<file path="config.mk">
export PLATFORM = sky130hd
export DESIGN_NAME = calc_engine
export DESIGN_NICKNAME = d
export VERILOG_FILES = /design/src/rtl/calc_pkg.sv /design/src/rtl/calc_div_seq.sv /design/src/rtl/calc_engine.sv
export SDC_FILE = /design/constraint.sdc
export NUM_CORES = 1
export LEC_CHECK = 0
export CAP_MARGIN = 0
export CORE_MARGIN = 2
export CORE_UTILIZATION = 53
export CTS_BUF_LIST = sky130_fd_sc_hd__clkbuf_4 sky130_fd_sc_hd__clkbuf_8
export CTS_CLUSTER_DIAMETER = 30
export DETAILED_ROUTE_END_ITERATION = 16
export GPL_TIMING_DRIVEN = 1
export HOLD_SLACK_MARGIN = 0.12
export PLACE_DENSITY = 0.73
export SLEW_MARGIN = 20
export SYNTH_ARGS = -nofsm -noshare
export SYNTH_HDL_FRONTEND = slang
export SYNTH_SLANG_ARGS = --single-unit
export TNS_END_PERCENT = 50
</file>
<file path="constraint.sdc">
create_clock -name clk -period 5.5 [get_ports clk]
set_input_delay 1.65 -clock clk [delete_from_list [all_inputs] [get_ports clk]]
set_output_delay 1.65 -clock clk [all_outputs]
set_load 0.005 [all_outputs]
</file>
<file path="src/rtl/calc_pkg.sv">
// Shared types for the calc_engine slice: operation codes, FSM states and
// a helper that classifies the ops served by the sequential divider.
package calc_pkg;

  localparam logic [2:0] NOP_CODE_A = 3'b110;
  localparam logic [2:0] NOP_CODE_B = 3'b111;

  typedef enum logic [2:0] {
    OP_ADD     = 3'b000,
    OP_SUB     = 3'b001,
    OP_MUL     = 3'b010,
    OP_DIV     = 3'b011,
    OP_MOD     = 3'b100,
    OP_SQR     = 3'b101,
    OP_NOP     = NOP_CODE_A,
    OP_NOP_ALT = NOP_CODE_B
  } op_e;

  typedef enum logic [1:0] {
    S_IDLE = 2'd0,
    S_EXEC = 2'd1,
    S_DIV  = 2'd2,
    S_DONE = 2'd3
  } state_e;

  function automatic logic is_div_op(input op_e op_i);
    return (op_i == OP_DIV) || (op_i == OP_MOD);
  endfunction

endpackage

</file>
<file path="src/rtl/calc_div_seq.sv">
// Unsigned W-bit restoring divider producing one quotient bit per clock.
// valid rises after the W-th iteration and holds until the next load/abort.
module calc_div_seq #(
  parameter int W = 32
) (
  input  logic         clk,
  input  logic         rst_n,
  input  logic         abort,
  input  logic         load,
  input  logic [W-1:0] dividend,
  input  logic [W-1:0] divisor,
  output logic [W-1:0] quotient,
  output logic [W-1:0] remainder,
  output logic         valid
);

  localparam int CW = $clog2(W + 1);

  logic [W-1:0]  rem_q, rem_d;
  logic [W-1:0]  quo_q, quo_d;
  logic [W-1:0]  dvs_q, dvs_d;
  logic [CW-1:0] cnt_q, cnt_d;
  logic          run_q, run_d;
  logic          valid_q, valid_d;
  logic [W:0]    trial;
  logic [W-1:0]  diff;
  logic          fits;

  always_comb begin
    // Shift the next dividend bit into the partial remainder and try to subtract.
    trial   = {rem_q, quo_q[W-1]};
    fits    = (trial >= {1'b0, dvs_q});
    diff    = trial[W-1:0] - dvs_q;
    rem_d   = rem_q;
    quo_d   = quo_q;
    dvs_d   = dvs_q;
    cnt_d   = cnt_q;
    run_d   = run_q;
    valid_d = valid_q;
    if (abort) begin
      run_d   = 1'b0;
      valid_d = 1'b0;
    end else if (load) begin
      rem_d   = '0;
      quo_d   = dividend;
      dvs_d   = divisor;
      cnt_d   = '0;
      run_d   = 1'b1;
      valid_d = 1'b0;
    end else if (run_q) begin
      rem_d = fits ? diff : trial[W-1:0];
      quo_d = {quo_q[W-2:0], fits};
      cnt_d = cnt_q + CW'(1);
      if (cnt_q == CW'(W - 1)) begin
        run_d   = 1'b0;
        valid_d = 1'b1;
      end
    end
  end

  always_ff @(posedge clk or negedge rst_n) begin
    if (!rst_n) begin
      rem_q   <= '0;
      quo_q   <= '0;
      dvs_q   <= '0;
      cnt_q   <= '0;
      run_q   <= 1'b0;
      valid_q <= 1'b0;
    end else begin
      rem_q   <= rem_d;
      quo_q   <= quo_d;
      dvs_q   <= dvs_d;
      cnt_q   <= cnt_d;
      run_q   <= run_d;
      valid_q <= valid_d;
    end
  end

  assign quotient  = quo_q;
  assign remainder = rem_q;
  assign valid     = valid_q;

endmodule

</file>
<file path="src/rtl/calc_engine.sv">
// Accumulating calculator: ADD/SUB/MUL in one EXEC cycle, DIV/MOD through a
// shared sequential divider. Define CALC_ENGINE_SQR_EN to enable op 101 (square).
module calc_engine
  import calc_pkg::*;
#(
  parameter int W    = 32,
  parameter int IN_W = 8
) (
  input  logic            clk,
  input  logic            rst_n,
  input  logic            start,
  input  logic            clear,
  input  logic [2:0]      op,
  input  logic [IN_W-1:0] a,
  input  logic [IN_W-1:0] b,
  output logic            busy,
  output logic            done,
  output logic [W-1:0]    result,
  output logic            ovf,
  output logic            dz,
  output state_e          dbg_state
);

  // Handshake: start is a one-cycle request taken only in IDLE with clear low
  // (otherwise dropped, never queued); done pulses once, in the cycle that
  // result/ovf/dz first show the new values. There is no back-pressure.

  state_e       state_q, state_d;
  op_e          op_q, op_d;
  logic [W-1:0] lhs_q, lhs_d;
  logic [W-1:0] rhs_q, rhs_d;
  logic [W-1:0] result_q, result_d;
  logic         chain_q, chain_d;
  logic         ovf_q, ovf_d;
  logic         dz_q, dz_d;

  op_e          op_in;
  logic [W-1:0] left, rhs_in, mul_rhs;
  logic         accept, div_go;
  logic [W:0]   sum;
  logic [2*W-1:0] prod;
  logic [W-1:0] exec_res;
  logic         exec_ovf, exec_dz, exec_chain;
  logic [W-1:0] div_quo, div_rem;
  logic         div_valid;

  assign op_in  = op_e'(op);
  assign left   = chain_q ? result_q : W'(a);
  assign rhs_in = W'(b);
  assign accept = (state_q == S_IDLE) && start && !clear;
  assign div_go = accept && is_div_op(op_in) && (b != '0);

  calc_div_seq #(.W(W)) u_div (
    .clk       (clk),
    .rst_n     (rst_n),
    .abort     (clear),
    .load      (div_go),
    .dividend  (left),
    .divisor   (rhs_in),
    .quotient  (div_quo),
    .remainder (div_rem),
    .valid     (div_valid)
  );

  always_ff @(posedge clk or negedge rst_n) begin
    if (!rst_n) state_q <= S_IDLE;
    else        state_q <= state_d;
  end

  always_comb begin
    state_d = state_q;
    if (clear) begin
      state_d = S_IDLE;
    end else begin
      unique case (state_q)
        S_IDLE: if (accept) state_d = div_go ? S_DIV : S_EXEC;
        S_EXEC: state_d = S_DONE;
        S_DIV:  if (div_valid) state_d = S_DONE;
        S_DONE: state_d = S_IDLE;
        default: state_d = S_IDLE;
      endcase
    end
  end

  always_comb begin
    busy      = (state_q != S_IDLE);
    done      = (state_q == S_DONE) && !clear;
    dbg_state = state_q;
  end

`ifdef CALC_ENGINE_SQR_EN
  assign mul_rhs = (op_q == OP_SQR) ? lhs_q : rhs_q;
`else
  assign mul_rhs = rhs_q;
`endif

  always_comb begin
    sum        = {1'b0, lhs_q} + {1'b0, rhs_q};
    prod       = (2*W)'(lhs_q) * (2*W)'(mul_rhs);
    exec_res   = result_q;
    exec_ovf   = 1'b0;
    exec_dz    = 1'b0;
    exec_chain = 1'b1;
    case (op_q)
      OP_ADD: begin
        exec_res = sum[W-1:0];
        exec_ovf = sum[W];
      end
      OP_SUB: begin
        exec_res = lhs_q - rhs_q;
        exec_ovf = (lhs_q < rhs_q);
      end
      OP_MUL: begin
        exec_res = prod[W-1:0];
        exec_ovf = |prod[2*W-1:W];
      end
`ifdef CALC_ENGINE_SQR_EN
      OP_SQR: begin
        exec_res = prod[W-1:0];
        exec_ovf = |prod[2*W-1:W];
      end
`endif
      // Only a zero divisor reaches EXEC for DIV/MOD.
      OP_DIV, OP_MOD: begin
        exec_dz    = 1'b1;
        exec_chain = chain_q;
      end
      default: exec_chain = chain_q;
    endcase
  end

  always_comb begin
    op_d     = op_q;
    lhs_d    = lhs_q;
    rhs_d    = rhs_q;
    result_d = result_q;
    chain_d  = chain_q;
    ovf_d    = ovf_q;
    dz_d     = dz_q;
    if (clear) begin
      result_d = '0;
      chain_d  = 1'b0;
      ovf_d    = 1'b0;
      dz_d     = 1'b0;
    end else if (accept) begin
      op_d  = op_in;
      lhs_d = left;
      rhs_d = rhs_in;
    end else if (state_q == S_EXEC) begin
      result_d = exec_res;
      chain_d  = exec_chain;
      ovf_d    = exec_ovf;
      dz_d     = exec_dz;
    end else if ((state_q == S_DIV) && div_valid) begin
      result_d = (op_q == OP_MOD) ? div_rem : div_quo;
      chain_d  = 1'b1;
      ovf_d    = 1'b0;
      dz_d     = 1'b0;
    end
  end

  always_ff @(posedge clk or negedge rst_n) begin
    if (!rst_n) begin
      op_q     <= OP_NOP;
      lhs_q    <= '0;
      rhs_q    <= '0;
      result_q <= '0;
      chain_q  <= 1'b0;
      ovf_q    <= 1'b0;
      dz_q     <= 1'b0;
    end else begin
      op_q     <= op_d;
      lhs_q    <= lhs_d;
      rhs_q    <= rhs_d;
      result_q <= result_d;
      chain_q  <= chain_d;
      ovf_q    <= ovf_d;
      dz_q     <= dz_d;
    end
  end

  assign result = result_q;
  assign ovf    = ovf_q;
  assign dz     = dz_q;

endmodule

</file>
---- Yosys cells after proc, flatten, opt, wreduce, memory -nomap -nowiden ----
Index checks and enable logic that the tools add are counted.
word-level totals
  bits in registers ....................... 160
  latch bits .............................. 0
  memory bits (writable) .................. 0
  bits in read-only memories .............. 0
  input bits .............................. 23
  output and inout port bits .............. 38
  logic and storage cells ................. 105
  memories ................................ 0
cells by class
  add/subtract/negate cells ............... 4
  multiply operators ...................... 1
  div/mod/pow operators ................... 0
  $lt $le $gt $ge ......................... 2
  eq/ne operators ......................... 15
  shifts and indexed selects .............. 0
  multiplexer cells ....................... 41
  bitwise gates (word level) .............. 1
  reduce and logical (&&, ||, !) cells .... 27
operators by type and width
  kind                   number
  $mux W32               11
  $pmux W32 S3           1
  $sub A32 B8 Y32        2
  $mul A32 B8 Y40        1
  $add A32 B8 Y33        1
  $ge A33 B8 Y1          1
  $lt A32 B8 Y1          1
  $reduce_or A32 Y1      1
  $mux W1                21
  $mux W6                2
  $reduce_and A2 Y1      6
  $eq A3 B2 Y1 const B   3
  $reduce_bool A3 Y1     3
  $mux W2                4
  $pmux W2 S4            1
  $reduce_bool A8 Y1     1
  $add A6 B1 Y6 const B  1
  $eq A3 B3 Y1 const B   2
  $eq A6 B5 Y1 const B   1
  $logic_and A1 B1 Y1    6
  $ne A3 B3 Y1 const B   2
  $reduce_and A3 Y1      2
  $ne A5 B2 Y1 const B   1
  $eq A2 B2 Y1 const B   2
  13 further kinds       14

---- Logic depth before layout (Yosys ltp) ----
  depth in word-level cells ............... 9
  depth in mapped cells ................... 23
  gate-level depth less buffers ........... 21

---- Cells and area by module ----
A second synthesis with hierarchy kept.
unflattened totals
  cell total of the unflattened synthesis .. 2392
  area total of the unflattened synthesis .. 20478.4 um^2
by module, submodules not included
  module        times used  cells an instance  area an instance (um^2)  sequential area each (um^2)
  calc_engine   1           1684               14253.7                  2004.4
  calc_div_seq  1           708                6224.7                   2602.5

---- Worst setup path before layout ----
Ideal clock, no wire load.
  kind .................................... register -> register
  start ................................... register lhs_q[11]
  end ..................................... register ovf_q (netlist: ovf)
  setup time .............................. 0.095 ns
  arrival ................................. 5.312 ns
  data required time ...................... 5.405 ns
  slack ................................... 0.093 ns
  stages on the path, launching flop included .. 22
  buffers on the path ..................... 3
  period minus slack after synthesis ...... 5.407 ns
  cells stage by stage .................... dfrtp_1 clkbuf_1 clkbuf_1 and2_1 fa_1 fa_1 fa_1 inv_1 fa_1 inv_1 ha_1 clkbuf_1 a21oi_1 o21ai_0 a31oi_1 o21ai_0 a2111oi_0 nor3_1 o21a_1 o2111ai_1 nor3_1 o31ai_1
on the way
  longest elaborated chain between the ends .. 6
  elaborated cells on any way between the ends .. 8
  classes of those cells .................. 1 x add/sub; 1 x mul; 1 x order compare; 4 x mux; 1 x reduce/logical
RTL lines
  what                      line                text
  start: declaration        calc_engine.sv:30   logic [W-1:0] lhs_q, lhs_d;
  start signal: assignment  calc_engine.sv:173  lhs_q <= lhs_d;
  $mul A32 B8 Y40           calc_engine.sv:99   prod = (2*W)'(lhs_q) * (2*W)'(mul_rhs);
  $reduce_or A32 Y1         calc_engine.sv:115  exec_ovf = |prod[2*W-1:W];
  $pmux W1 S3 *             calc_engine.sv:104  case (op_q)
  $mux W1 *                 calc_engine.sv:149  end else if (state_q == S_EXEC) begin
  $mux W1 *                 calc_engine.sv:145  end else if (accept) begin
  $mux W1 *                 calc_engine.sv:140  if (clear) begin
  end signal: assignment    calc_engine.sv:177  ovf_q <= ovf_d;
  end: declaration          calc_engine.sv:34   logic ovf_q, ovf_d;
Mark *: on every way between the ends. The rest lies on a longest branch, timed or not. The select of a mux whose other input is x is not followed.
A chain may end at the register's enable or synchronous reset.

---- Worst setup path in the final report ----
  start ................................... register rhs_q[3] (netlist: mul_rhs[3])
  end ..................................... register result_q[28] (netlist: result[28])
on the way
  longest elaborated chain between the ends .. 5
  elaborated cells on any way between the ends .. 7
  classes of those cells .................. 2 x add/sub; 1 x mul; 4 x mux
RTL lines
  what                                     line                text
  start: declaration                       calc_engine.sv:31   logic [W-1:0] rhs_q, rhs_d;
  start signal: assignment                 calc_engine.sv:174  rhs_q <= rhs_d;
  $mul A32 B8 Y40 (tied with other cells)  calc_engine.sv:99
  $pmux W32 S3 *                           calc_engine.sv:104
  $mux W32 *                               calc_engine.sv:149
  $mux W32 *                               calc_engine.sv:145
  $mux W32 *                               calc_engine.sv:140
  end signal: assignment                   calc_engine.sv:175  result_q <= result_d;
  end: declaration                         calc_engine.sv:32   logic [W-1:0] result_q, result_d;
Marks and branches as above.

==> results.toml <==
[run_status]
status = "finished, final reports clean"

[route]
drt_pre_antenna_iters = 8
ant_nets = 0
drc = 0
avgRoutedWirePerCell_um = 20.5
drtIter0Drc = 1530
via_per_inst = 6.00
vias = 16844
wirelength_um = 57500

[synth]
synth.distinct_cells = 87
ys_ff_latch = 160
syn_inst = 2233
synth-edff-count = 0
ys_warn_count = 0
async_reset_ff_share_pct = 100
syn_area_um2 = 18600
synthFlopType = "dfrtp_1"
ys_seq_area_share_pct = 21.5
synth_nets = 2529
postSynthAreaPerCell_um2 = 8.34

[critical_path]
cp.required_ns = 5.88
critPathSlowestCell = "fa_1"
crit_buf_inv = 5
cp_data_arrival_time_ns = 5.75
worstPathCellList = "buf_12 -> and2_1 -> fa_1 -> fa_1 -> fa_1 -> inv_2 -> fa_1 -> inv_1 -> ha_2 -> nor3_2 -> o21bai_1 -> o211ai_1 -> o21ai_2 -> a2111oi_4 -> buf_4 -> buf_4 -> xor2_1 -> o21ai_0 -> o221ai_1 -> nand2_1"
cpMostUsedCell = "fa_1"
critPathTopFamily = "adder cells"
crit_path_end_kind = "flop"
start_kind = "flop"
critPathKind = "reg -> reg"
slowest_delay_ns = 0.57
crit_fanout = 15

[timing]
slew_headroom_pct = 25.0
slew_violations = 0
hold_viol_final = 0
finalCriticalPeriod_ns = 5.37
rsz0062_at_grt = "true"
setup_tns_ns = 0
period_share_pct = 97.7
skew_ns = 0.0189
hold_slack_ns = 0.514
setup_violations = 0
maxClockFrequency_mhz = 186
tightest_slew_ns = 1.12

[min_path]
min_path_type = "reg -> reg"

[clock_tree]
ctsHoldBuffers = 0
cts-root-buf = "clkbuf_8"
clk_pin_slew_ns = 0.10
cts_made_buffers = 17
cts_num_sinks = 160
cts_buffer_depth = 2
clk_latency_ns = 0.49
h-tree-depth = 4
cts_tree = "built"

[global_route]
track_usage_pct = 32.0
antenna_found_initial = 2
grt_first_pass_wirelength_um = 91400
grt_pass1_vias = 16682
overflow = 0
met2_usage_pct = 48.5
grt.busiest_layer = "met2"
use_met3_pct = 5.54
grt_use_met1_pct = 47.1
grt_max_degree = 95

[layout]
nNetsFinal = 2637
final_cell_area_um2 = 21700
syn_to_final_growth_pct = 16.3
antennaDiodeCount = 0
stdcell_count = 2809
drive_above_1_share_pct = 16.0

[floorplan]
die_area_um2 = 36700
ios = 61
rows = 68
dieWidth_um = 192
initial_core_util_pct = 53.9
dieHeight_um = 192
coreArea_um2 = 34500

[placed_design]
post-dp-hpwl_um = 43700
gp_congestion = 0.956
place_inst = 2755
port_buffers = 60
dpl-instance-area_um2 = 20500

[flow_run]
max-cap-violations = 0
[flip-flops by register name, indices dropped and copies added, names as in the netlist, 2 cells and up]
signal,flops
dbg_state,2
lhs_q,32
mul_rhs,8
op_q,3
result,32
u_div.cnt_q,6
u_div.dvs_q,8
u_div.quotient,32
u_div.remainder,32
[worst reg2reg max path: cells and delay by family (launching register included)]
| kind | cells | cell delay (ns) |
|---|---|---|
| xor+xnor | 1 | 0.19 |
| flops | 1 | 0.49 |
| fa+ha+maj | 5 | 2.42 |
| buf+inv | 5 | 0.57 |
| simple gates | 3 | 0.42 |
| compound gates | 6 | 1.15 |
[cell families after synthesis]
| kind of cell | share of synthesized area (%) |
|---|---|
| AND/OR/NAND/NOR | 22.1 |
| AO/OA/AOI/OAI | 16.6 |
| buffers and inverters | 7.71 |
| adder cells (fa/ha/maj) | 25.7 |
| flip-flops | 21.5 |
| XOR/XNOR | 3.62 |
| multiplexers | 2.76 |
[repair_timing]
action	CTS	global route
buffers inserted	0	17
cloned	0	5
setup endpoints to repair	4	15
resized for setup	11	118
pin swaps	2	73
[synth_stat cells, drive strengths merged (9+ instances only)]
library cell    n  share of area [%]
nand2         301                6.1
inv           232                4.7
and2          188                6.3
fa            183                 20
dfrtp         158                 21
o21ai         150                4.0
a21oi         142                3.8
clkbuf        133                2.7
nor2          112                2.3
ha             90                6.0
and3           46                1.5
xnor2          42                2.0
nor3           41                1.2
xor2           35                1.6
mux2           27                1.6
a21o           26                1.0
mux2i          21                1.1
nand4          21               0.71
a211oi         20               0.83
nand3          18               0.48
nor4           17               0.73
nand2b         13               0.45
or3            13               0.46
a221oi         12               0.60
a311oi         12               0.73
o211ai         12               0.48
o221ai         12               0.56
or2            12               0.42
a31oi          11               0.37
nor2b          11               0.37
buf            10               0.32
o31ai           9               0.36
[routing by layer]
metal	vias to the layer above	wire length, um	share of wire, %
li1	7671	-	-
met1	8321	24800	43
met2	751	25600	44
met3	99	5310	9.2
met4	2	1800	3.1
met5	-	11	0.019
[cell usage in the layout (no fill, tap or decap), types with 35 or more instances in the layout]
| master | count |
|---|---|
| a21oi_1 | 126 |
| and2_1 | 185 |
| and3_1 | 43 |
| buf_4 | 158 |
| clkdlybuf4s50_1 | 59 |
| dfrtp_1 | 152 |
| fa_1 | 179 |
| ha_1 | 68 |
| inv_1 | 225 |
| nand2_1 | 299 |
| nor2_1 | 100 |
| o21ai_0 | 131 |
| xnor2_1 | 41 |
| xor2_1 | 35 |
[metrics by stage]
stage               setup slack, ns  utilization (%)
finish                        0.128             62.8
global route                -0.0683             62.8
CTS                        -0.00417             60.5
global placement            -0.0235             59.3
detailed placement           -0.102             59.3
floorplan                    0.0926                -
[path summary, 6_finish.rpt]
path | startpoint | end | slack, ns | cells after the start
max in group asynchronous | rst_n | op_q[2] | 3.28 | 2
hold reg to reg | u_div.dvs_q[0] | u_div.dvs_q[0] | 0.51 | 2
min in group asynchronous | rst_n | u_div.remainder[24] | 1.26 | 1
hold / removal | u_div.dvs_q[0] | u_div.dvs_q[0] | 0.51 | 2
setup reg to reg | mul_rhs[3] | result[28] | 0.13 | 20
setup / recovery | mul_rhs[3] | result[28] | 0.13 | 20
[area by class of cell]
class	count	area [um^2]
Timing Repair Buffer	232	2050
Inverter	234	886
Tap cell	455	569
Multi-Input combinational cell	1696	13800
Clock inverter	10	77.6
Sequential cell	160	4010
Clock buffer	22	290
Fill cell	2952	12900
Power is left out: the tool's default activity adds up to more than one toggle a clock period on the data nets, which glitch-free logic cannot reach.
